## config.mk

```make
export PLATFORM = sky130hd
export DESIGN_NAME = out_port_scheduler
export DESIGN_NICKNAME = d
export VERILOG_FILES = /design/src/rtl/noc_params.sv /design/src/rtl/rr_arbiter.sv /design/src/rtl/out_port_scheduler.sv
export SDC_FILE = /design/constraint.sdc
export NUM_CORES = 1
export LEC_CHECK = 0
export BUFFER_PORTS_ARGS = -buffer_cell sky130_fd_sc_hd__buf_2
export CORE_ASPECT_RATIO = 0.8
export CORE_MARGIN = 2
export CORE_UTILIZATION = 53
export CTS_CLUSTER_DIAMETER = 80
export DETAILED_ROUTE_END_ITERATION = 12
export GPL_TIMING_DRIVEN = 0
export PLACE_DENSITY = 0.92
export SYNTH_ARGS = -nofsm -noshare
export SYNTH_HDL_FRONTEND = slang
export SYNTH_SLANG_ARGS = --single-unit
```

## constraint.sdc

```tcl
create_clock -name clk -period 7.4 [get_ports clk]
set_input_delay 1.48 -clock clk [delete_from_list [all_inputs] [get_ports clk]]
set_output_delay 1.48 -clock clk [all_outputs]
set_load 0.05 [all_outputs]
```

## src/rtl/noc_params.sv

```systemverilog
// Shared NoC router definitions: framing bytes, scheduler states,
// packet layout and the byte-stuffing predicate.
package noc_params;

    localparam logic [7:0] FLAG      = 8'h7E;
    localparam logic [7:0] ESC       = 8'h7D;
    localparam logic [7:0] ESC_XOR   = 8'h20;
    localparam logic [7:0] IDLE_BYTE = 8'h00;

    localparam int DEF_DATA_BYTES = 4;

    typedef enum logic [2:0] {
        ST_IDLE,
        ST_SOF,
        ST_BODY,
        ST_ESC,
        ST_EOF
    } sched_state_t;

    typedef struct packed {
        logic [7:0]                  dest;
        logic [8*DEF_DATA_BYTES-1:0] data;
    } packet_t;

    // A byte that collides with a framing byte must be stuffed
    function automatic logic needs_escape(input logic [7:0] b);
        return (b == FLAG) || (b == ESC);
    endfunction

endpackage

```

## src/rtl/rr_arbiter.sv

```systemverilog
// Combinational round-robin arbiter; the priority pointer lives in
// the parent so the same block can be reused for pe_link sharing.
module rr_arbiter #(
    parameter int N  = 4,
    parameter int IW = (N > 1) ? $clog2(N) : 1
) (
    input  logic [N-1:0]  req,
    input  logic [IW-1:0] last_grant,
    input  logic          enable,
    output logic [N-1:0]  grant,
    output logic [IW-1:0] idx
);

    logic found;

    // First requester found searching upward from last_grant+1
    always_comb begin
        grant = '0;
        idx   = '0;
        found = 1'b0;
        for (int off = 1; off <= N; off++) begin
            if (enable && !found
                && req[(int'(last_grant) + off) % N]) begin
                found = 1'b1;
                grant[(int'(last_grant) + off) % N] = 1'b1;
                idx = IW'((int'(last_grant) + off) % N);
            end
        end
    end

endmodule

```

## src/rtl/out_port_scheduler.sv

```systemverilog
// Output port scheduler: round-robin grant of whole packets and
// serialization as flag-delimited, byte-stuffed frames.
module out_port_scheduler
    import noc_params::*;
#(
    parameter int NUM_REQ    = 4,
    parameter int DATA_BYTES = 4
) (
    input  logic                                  clk,
    input  logic                                  rst,
    input  logic [NUM_REQ-1:0]                    req_valid,
    input  logic [NUM_REQ-1:0][7:0]               req_dest,
    input  logic [NUM_REQ-1:0][8*DATA_BYTES-1:0]  req_data,
    output logic [NUM_REQ-1:0]                    req_ack,
    output logic [7:0]                            out_byte,
    output logic                                  busy,
    output logic [$clog2(NUM_REQ)-1:0]            grant_id
);

    localparam int IW  = $clog2(NUM_REQ);
    localparam int SRW = 8 * (1 + DATA_BYTES);
    localparam int CW  = $clog2(DATA_BYTES + 1);

    sched_state_t       state_q, state_d;
    logic [SRW-1:0]     sr_q, sr_d;
    logic [CW-1:0]      cnt_q, cnt_d;
    logic               done_q, done_d;
    logic               esc_q, esc_d;
    logic [IW-1:0]      last_q, last_d;
    logic [IW-1:0]      gid_q, gid_d;
    logic [NUM_REQ-1:0] ack_q, ack_d;
    logic [7:0]         out_q, out_d;
    logic               busy_q;

    logic [NUM_REQ-1:0] grant;
    logic [IW-1:0]      gidx;
    logic [7:0]         cur;
    logic               adv;

    sched_state_t       step_state;
    logic [7:0]         step_out;
    logic               step_adv;
    logic               step_esc;

    assign cur = sr_q[SRW-1 -: 8];

    rr_arbiter #(
        .N  (NUM_REQ),
        .IW (IW)
    ) u_arb (
        .req        (req_valid),
        .last_grant (last_q),
        .enable     (state_q == ST_IDLE),
        .grant      (grant),
        .idx        (gidx)
    );

    // Next body action: EOF when all bytes are out, else byte or escape
    always_comb begin
        step_state = ST_BODY;
        step_out   = cur;
        step_adv   = 1'b0;
        step_esc   = 1'b0;
        if (done_q) begin
            step_state = ST_EOF;
            step_out   = FLAG;
        end else if (needs_escape(cur)) begin
            step_out = ESC;
            step_esc = 1'b1;
        end else begin
            step_adv = 1'b1;
        end
    end

    // Frame FSM next state; out_d is the byte shown in the next state
    always_comb begin
        state_d = state_q;
        sr_d    = sr_q;
        cnt_d   = cnt_q;
        done_d  = done_q;
        esc_d   = 1'b0;
        last_d  = last_q;
        gid_d   = gid_q;
        ack_d   = '0;
        out_d   = IDLE_BYTE;
        adv     = 1'b0;
        unique case (state_q)
            ST_IDLE: begin
                if (|grant) begin
                    state_d = ST_SOF;
                    out_d   = FLAG;
                    sr_d    = {req_dest[gidx], req_data[gidx]};
                    cnt_d   = '0;
                    done_d  = 1'b0;
                    last_d  = gidx;
                    gid_d   = gidx;
                    ack_d   = grant;
                end
            end
            ST_SOF, ST_ESC: begin
                state_d = step_state;
                out_d   = step_out;
                esc_d   = step_esc;
                adv     = step_adv;
            end
            ST_BODY: begin
                if (esc_q) begin
                    state_d = ST_ESC;
                    out_d   = cur ^ ESC_XOR;
                    adv     = 1'b1;
                end else begin
                    state_d = step_state;
                    out_d   = step_out;
                    esc_d   = step_esc;
                    adv     = step_adv;
                end
            end
            ST_EOF: begin
                state_d = ST_IDLE;
                out_d   = IDLE_BYTE;
            end
            default: begin
                state_d = ST_IDLE;
            end
        endcase
        if (adv) begin
            sr_d = {sr_q[SRW-9:0], 8'h00};
            if (cnt_q == CW'(DATA_BYTES)) begin
                done_d = 1'b1;
            end else begin
                cnt_d = cnt_q + 1'b1;
            end
        end
    end

    // State, datapath and registered outputs with synchronous reset
    always_ff @(posedge clk) begin
        if (rst) begin
            state_q <= ST_IDLE;
            sr_q    <= '0;
            cnt_q   <= '0;
            done_q  <= 1'b0;
            esc_q   <= 1'b0;
            last_q  <= IW'(NUM_REQ - 1);
            gid_q   <= '0;
            ack_q   <= '0;
            out_q   <= IDLE_BYTE;
            busy_q  <= 1'b0;
        end else begin
            state_q <= state_d;
            sr_q    <= sr_d;
            cnt_q   <= cnt_d;
            done_q  <= done_d;
            esc_q   <= esc_d;
            last_q  <= last_d;
            gid_q   <= gid_d;
            ack_q   <= ack_d;
            out_q   <= out_d;
            busy_q  <= (state_d != ST_IDLE);
        end
    end

    assign req_ack  = ack_q;
    assign out_byte = out_q;
    assign busy     = busy_q;
    assign grant_id = gid_q;

endmodule

```

# Yosys cells after proc, flatten, opt, wreduce, memory -nomap -nowiden
# Cells that the tools add are included.
[op_classes] order_cmp=9 bitwise=10 eq_ne=6 muxes=63 n_reduce_logical=29 add_sub_neg=5
[op_table] operator="$mux W40" n=3
[op_table] operator="$bmux W32 S2" n=1
[op_table] operator="$mux W32" n=1
[op_table] operator="$mux W8" n=4
[op_table] operator="$mux W1" n=25
[op_table] operator="$pmux W8 S3" n=1
[op_table] operator="$mux W3" n=7
[op_table] operator="$bmux W8 S2" n=1
[op_table] operator="$eq A8 B7 Y1 const B" n=2
[op_table] operator="$lt A3 B4 Y1 const B" n=4
[op_table] operator="$mux W4" n=4
[op_table] operator="$ge A3 B1 Y1 const B" n=4
[op_table] operator="$or A4 B4 Y4" n=3
[op_table] operator="$reduce_or A2 Y1" n=6
[op_table] operator="$logic_and A1 B1 Y1" n=11
[op_table] operator="$pmux W3 S3" n=1
[op_table] operator="$bmux W1 S2" n=4
[op_table] operator="$demux W1 S2" n=4
[op_table] operator="$mux W2" n=4
[op_table] operator="$mux W7" n=1
[op_table] operator="$eq A3 B2 Y1 const B" n=2
[op_table] operator="$add A2 B1 Y2 const B" n=2
[op_table] operator="$add A2 B2 Y2 const B" n=2
[op_table] operator="$and A1 B1 Y1 const A" n=4
[op_table] operator="other kinds (14)" n=21
[totals] out_inout_bits=15 input_bits=166 regBits=65 word_cells=133

# Logic depth before layout (Yosys ltp)
[depth] ltp_word=25 depth_mapped=13 depth_no_buf=9

# Cells and area by module
# Synthesis repeated with hierarchy kept, for this count alone.
[hier_totals] cells_unflattened=418 hier_area_um2=4247.8
[modules_own_cells] module="out_port_scheduler" seq_area_each_um2=1301.2 cells_each=364 n_inst=1 area_each_um2=3761.1
[modules_own_cells] module="rr_arbiter" seq_area_each_um2=0.0 cells_each=54 n_inst=1 area_each_um2=486.7

# Worst setup path after synthesis
# Ideal clock, no wire load.
[synth_path] path_type="input-to-reg" startpoint="input req_valid[2]" endpoint="register sr_q[38]" n_path_buf=4 cell_stages=10 arrival_ns=3.602 setup_ns=0.136 required_ns=7.264 slack_ns=3.662 path_cell_list="mux4_2 buf_6 o311ai_0 a2bb2oi_1 o32a_1 buf_6 buf_6 buf_4 a211oi_2 o32ai_2"
[synth_via] elab_chain_len=22 word_cells_on_any_way=44 cone_classes="mux (28); bitwise (3); reduce/logical (13)"
[synth_lines] element="start, declared" line_no="out_port_scheduler.sv:11" source="input logic [NUM_REQ-1:0] req_valid,"
[synth_lines] element="$bmux W1 S2" line_no="rr_arbiter.sv:23" source="&& req[(int'(last_grant) + off) % N]) begin"
[synth_lines] element="$mux W1 (implied by the code) (2 in a row)" line_no="rr_arbiter.sv:23"
[synth_lines] element="$logic_and A1 B1 Y1" line_no="rr_arbiter.sv:23"
[synth_lines] element="$mux W1" line_no="rr_arbiter.sv:22" source="if (enable && !found"
[synth_lines] element="$logic_not A1 Y1" line_no="rr_arbiter.sv:22"
[synth_lines] element="$logic_and A1 B1 Y1" line_no="rr_arbiter.sv:22"
[synth_lines] element="$logic_and A1 B1 Y1" line_no="rr_arbiter.sv:23"
[synth_lines] element="$mux W1" line_no="rr_arbiter.sv:22"
[synth_lines] element="[... 5 more ...]"
[synth_lines] element="$logic_and A1 B1 Y1" line_no="rr_arbiter.sv:22"
[synth_lines] element="$logic_and A1 B1 Y1" line_no="rr_arbiter.sv:23"
[synth_lines] element="$mux W2" line_no="rr_arbiter.sv:22"
[synth_lines] element="$bmux W8 S2" line_no="out_port_scheduler.sv:92" source="sr_d = {req_dest[gidx], req_data[gidx]};"
[synth_lines] element="$mux W8 (implied by the code)" line_no="out_port_scheduler.sv:92"
[synth_lines] element="$mux W40" line_no="out_port_scheduler.sv:89" source="if (|grant) begin"
[synth_lines] element="$mux W40" line_no="out_port_scheduler.sv:87" source="unique case (state_q)"
[synth_lines] element="$mux W40" line_no="out_port_scheduler.sv:126" source="if (adv) begin"
[synth_lines] element="end signal, assigned" line_no="out_port_scheduler.sv:151" source="sr_q <= sr_d;"
[synth_lines] element="end, declared" line_no="out_port_scheduler.sv:25" source="logic [SRW-1:0] sr_q, sr_d;"
# Parallel ways exist; a longest one is shown, timed or not. The select of a mux whose other input is x is not followed.
# A chain may end at the register's enable or synchronous reset.

# Worst setup path after layout
[layout_path] startpoint="register last_q[1]" endpoint="register sr_q[33]"
[layout_via] elab_chain_len=23 word_cells_on_any_way=76 cone_classes="add/sub (4); order compare (8); mux (36); bitwise (7); reduce/logical (21)"
[layout_lines] element="start, declared" line_no="out_port_scheduler.sv:29" source="logic [IW-1:0] last_q, last_d;"
[layout_lines] element="start signal, assigned" line_no="out_port_scheduler.sv:144" source="last_q <= IW'(NUM_REQ - 1);"
[layout_lines] element="start signal, assigned" line_no="out_port_scheduler.sv:155" source="last_q <= last_d;"
[layout_lines] element="$add A2 B1 Y2" line_no="rr_arbiter.sv:23, rr_arbiter.sv:25, rr_arbiter.sv:26"
[layout_lines] element="$bmux W1 S2" line_no="rr_arbiter.sv:23"
[layout_lines] element="$mux W1 (implied by the code) (2 in a row)" line_no="rr_arbiter.sv:23"
[layout_lines] element="$logic_and A1 B1 Y1" line_no="rr_arbiter.sv:23"
[layout_lines] element="$mux W1" line_no="rr_arbiter.sv:22"
[layout_lines] element="$logic_not A1 Y1" line_no="rr_arbiter.sv:22"
[layout_lines] element="$logic_and A1 B1 Y1" line_no="rr_arbiter.sv:22"
[layout_lines] element="$logic_and A1 B1 Y1" line_no="rr_arbiter.sv:23"
[layout_lines] element="[... 6 more ...]"
[layout_lines] element="$logic_and A1 B1 Y1" line_no="rr_arbiter.sv:22"
[layout_lines] element="$logic_and A1 B1 Y1" line_no="rr_arbiter.sv:23"
[layout_lines] element="$mux W2" line_no="rr_arbiter.sv:22"
[layout_lines] element="$bmux W8 S2" line_no="out_port_scheduler.sv:92"
[layout_lines] element="$mux W8 (implied by the code)" line_no="out_port_scheduler.sv:92"
[layout_lines] element="$mux W40" line_no="out_port_scheduler.sv:89"
[layout_lines] element="$mux W40" line_no="out_port_scheduler.sv:87"
[layout_lines] element="$mux W40" line_no="out_port_scheduler.sv:126"
# Parallel ways exist; a longest one is shown, timed or not. The select of a mux whose other input is x is not followed.

==> flow_metrics.tcl <==
set metrics [dict create \
    status "completed" \
    num_vias 4926 \
    cap_violations 0 \
    period_minus_slack_ps 4160 \
    timing.rr.start "last_q[1]" \
    hold_end "sr_q[7]" \
    crit_required_ps 7650 \
    post_cts_buffers 0 \
    synth_edf_count 0 \
    routed_wl_um 14600 \
    yosys_warnings 0 \
    hpwl_um 11100 \
    synth_area_per_cell_um2 8.81 \
    rows 29 \
    core-area_um2 7910 \
    drive_gt1_frac 0.358 \
    clock_sinks 65 \
    path_class "reg2reg" \
    ys_top_cells_by_area "dfxtp_1 30%, a211oi_1 11%, nor2b_1 10%, o32ai_1 6.3%, a22oi_1 6.1%" \
    max_slew.worst_pin.slew_ps 685 \
    pin_count 181 \
    cp_max_fo 10 \
    drc_errors 0 \
    syn2layout_area_growth_pct 28.8 \
    die_y_um 84.5 \
    nFillCells 654 \
    cts_buffers 9 \
    initial_utilization 0.542 \
    final_antenna_net_count 0 \
    syn_nets 662 \
    rsz0062_at_grt "no" \
    ys_async_sr_fraction 0 \
    clock_latency_ps 360 \
    synth.distinct_cells 54 \
    peakVddDrop_mv 0.259 \
    hold_class "reg2reg" \
    synthCells 487 \
    via_per_inst 6.24 \
    grt_max_degree 12 \
    reg2reg_slack_ps 3240 \
    drtPass1Iterations 5 \
    drt-initial-drc-count 470 \
    endpoint_kind "register" \
    holdBufCountCts 0 \
    grt_usage 0.319 \
    port_buffers 179 \
    setup_ws_ps 3240 \
    maxSlewHeadroom 0.541 \
    antenna_found_initial 0 \
    post-place-ws_ps 3050 \
    grt_pass1_vias 4723 \
    syn-cell-area_um2 4290 \
    r2r-end "sr_q[33]" \
    fmax_ghz 0.240 \
    diodes 0 \
    min_from "sr_q[7]" \
    leakage_nw 2.34 \
    synth_seq_cells 65 \
    hold_path_depth 2 \
    power_mw 2.73 \
    fin_hold_ws_ps 484 \
    clockRootBuffer "clkbuf_8" \
    post_drt_wl_per_cell_um 18.5 \
    p_per_area_nw_per_um2 493 \
    ys_seq_area_frac 0.303 \
    post_cts_resized 0 \
    cts_tree "done" \
    arrival_ps 4410 \
    fin_crit_sh 0.562 \
    ys.flop_type "dfxtp_1" \
    postLayoutCoreUtil 0.699 \
    die_area_um2 8840 \
    drv_slew 0 \
    max-clock-path-buffers 2 \
    yosys.area.top_type "dfxtp_1" \
    nets 852 \
    yosys.area.top_type_share 0.303 \
    timing.setup.tns_ps 0 \
    grt_pass1_wl_um 22600 \
    die_x_um 105 \
    hold_violations 0 \
    grt-ovfl-total 0 \
    start_kind "register" \
    place_congestion 0.977 \
    skew_ps 12.1 \
    htreeDepth 3 \
    rr_worst_depth 12 \
    cts.clk_slew.worst_paths_ps 80 \
    setup_violations 0 \
]
[kinds of logic (layout without fill, tap and decap cells)]
kind of cell	count (synthesis)	count (layout)	share of synthesized area
buffers and inverters	58	253	0.0674
adders and majority gates	9	9	0.0262
AOI/OAI and AO/OA	181	181	0.321
xor gates and xnor gates	1	1	0.00204
DFF	65	65	0.303
and+or+nand+nor	142	142	0.194
muxes	31	31	0.0863
[critical path, stage by stage, from the launching register on]
cell	delay, ps
dfxtp_1	400
clkbuf_1	310
inv_1	170
ha_1	430
mux4_2	650
nor2b_2	270
a221oi_1	140
o41ai_2	550
or3b_1	190
buf_2	170
nand2_2	140
buf_2	260
o32ai_1	340
[metrics by stage]
step           cells  area (µm²)
2_1_floorplan    487        4290
4_1_cts          790        5530
5_1_grt          790        5530
3_5_place_dp     774        5320
6_report         790        5530
3_3_place_gp     774        5320
[worst max-delay path by stage]
stage | end | slack, ps | cells past startpoint | start
2_1_floorplan | sr_q[38] | 3660 | 10 | req_valid[2]
3_3_place_gp | sr_q[33] | 3220 | 11 | req_valid[2]
3_5_place_dp | sr_q[22] | 3050 | 9 | req_valid[1]
4_1_cts | sr_q[22] | 3330 | 12 | last_q[1]
5_1_grt | sr_q[34] | 3090 | 12 | last_q[1]
6_report | sr_q[33] | 3240 | 12 | last_q[1]
[state kept, by name, summed over array words and instances, names as in the netlist, named ones only]
signal,flops
sr_q,40
out_byte,8
req_ack,4
state_q,3
cnt_q,2
grant_id,2
last_q,2
busy,1
done_q,1
esc_q,1
[synthesized netlist by cell type (all sizes together), types with 2 or more instances]
master	instances
and2	3
o311ai	2
a22o	3
nor3b	3
mux2	8
o32ai	32
buf	25
or2	3
a211oi	64
o21bai	2
inv	11
nand3	15
nor3	4
a21oi	15
mux4	4
nand2b	3
nand4	2
ha	9
mux2i	19
o21ai	12
a22oi	35
nor2b	70
a211o	2
nor2	14
a31oi	4
clkbuf	22
a2bb2oi	2
or3	3
nand2	16
dfxtp	65
[layout make-up]
type                       count  area, µm²  share of cell area
buffer                        47        248              0.0448
clock buffer                  12        155              0.0281
clock inverter                 4       51.3             0.00928
inverter                      11       41.3             0.00747
multi-input combinational    364       2700               0.488
sequential                    65       1300               0.235
tap                          108        135              0.0244
timing repair buffer         179        896               0.162
[where the power goes]
group | leakage (nW) | switching (mW) | total (mW) | internal [mW]
Combinational | 1.71 | 1.19 | 1.88 | 0.684
Clock | 0.103 | 0.144 | 0.318 | 0.174
Sequential | 0.533 | 0.0703 | 0.529 | 0.459
Total | 2.34 | 1.41 | 2.73 | 1.32
[placed cells by master (no fill, tap or decap), types with 2 or more instances in the layout]
cell	netlist	layout
mux2i_1	19	19
nor3_1	2	2
inv_1	11	11
a211oi_1	62	62
nor3b_1	2	2
dfxtp_1	65	65
o32ai_1	31	31
o311ai_0	2	2
and2_1	3	3
a211o_1	2	2
a21oi_1	15	15
buf_2	15	194
clkbuf_8	0	11
a22oi_1	35	35
ha_1	9	9
clkbuf_1	22	23
a31oi_1	4	4
o21ai_0	12	12
a22o_1	3	3
nor2_1	14	14
buf_4	4	4
nor3_2	2	2
nand2b_1	3	3
nand3_1	15	15
or2_2	3	3
mux2_2	8	8
or3_1	3	3
buf_6	5	5
a2bb2oi_1	2	2
a211oi_2	2	2
mux4_2	4	4
nor2b_1	69	69
nand4_1	2	2
o21bai_1	2	2
nand2_1	15	15
[per-layer routing]
layer / global-route usage / share of wire / vias to the layer above / routed length (µm)
met4: 0.0861 / 0.019 / 0 / 278
met5: 0 / 0 / - / 0
met1: 0.401 / 0.40 / 2326 / 5800
met2: 0.558 / 0.48 / 303 / 7070
met3: 0.0691 / 0.098 / 47 / 1430
li1: - / - / 2250 / -
Power figures use the tool's default switching activity.
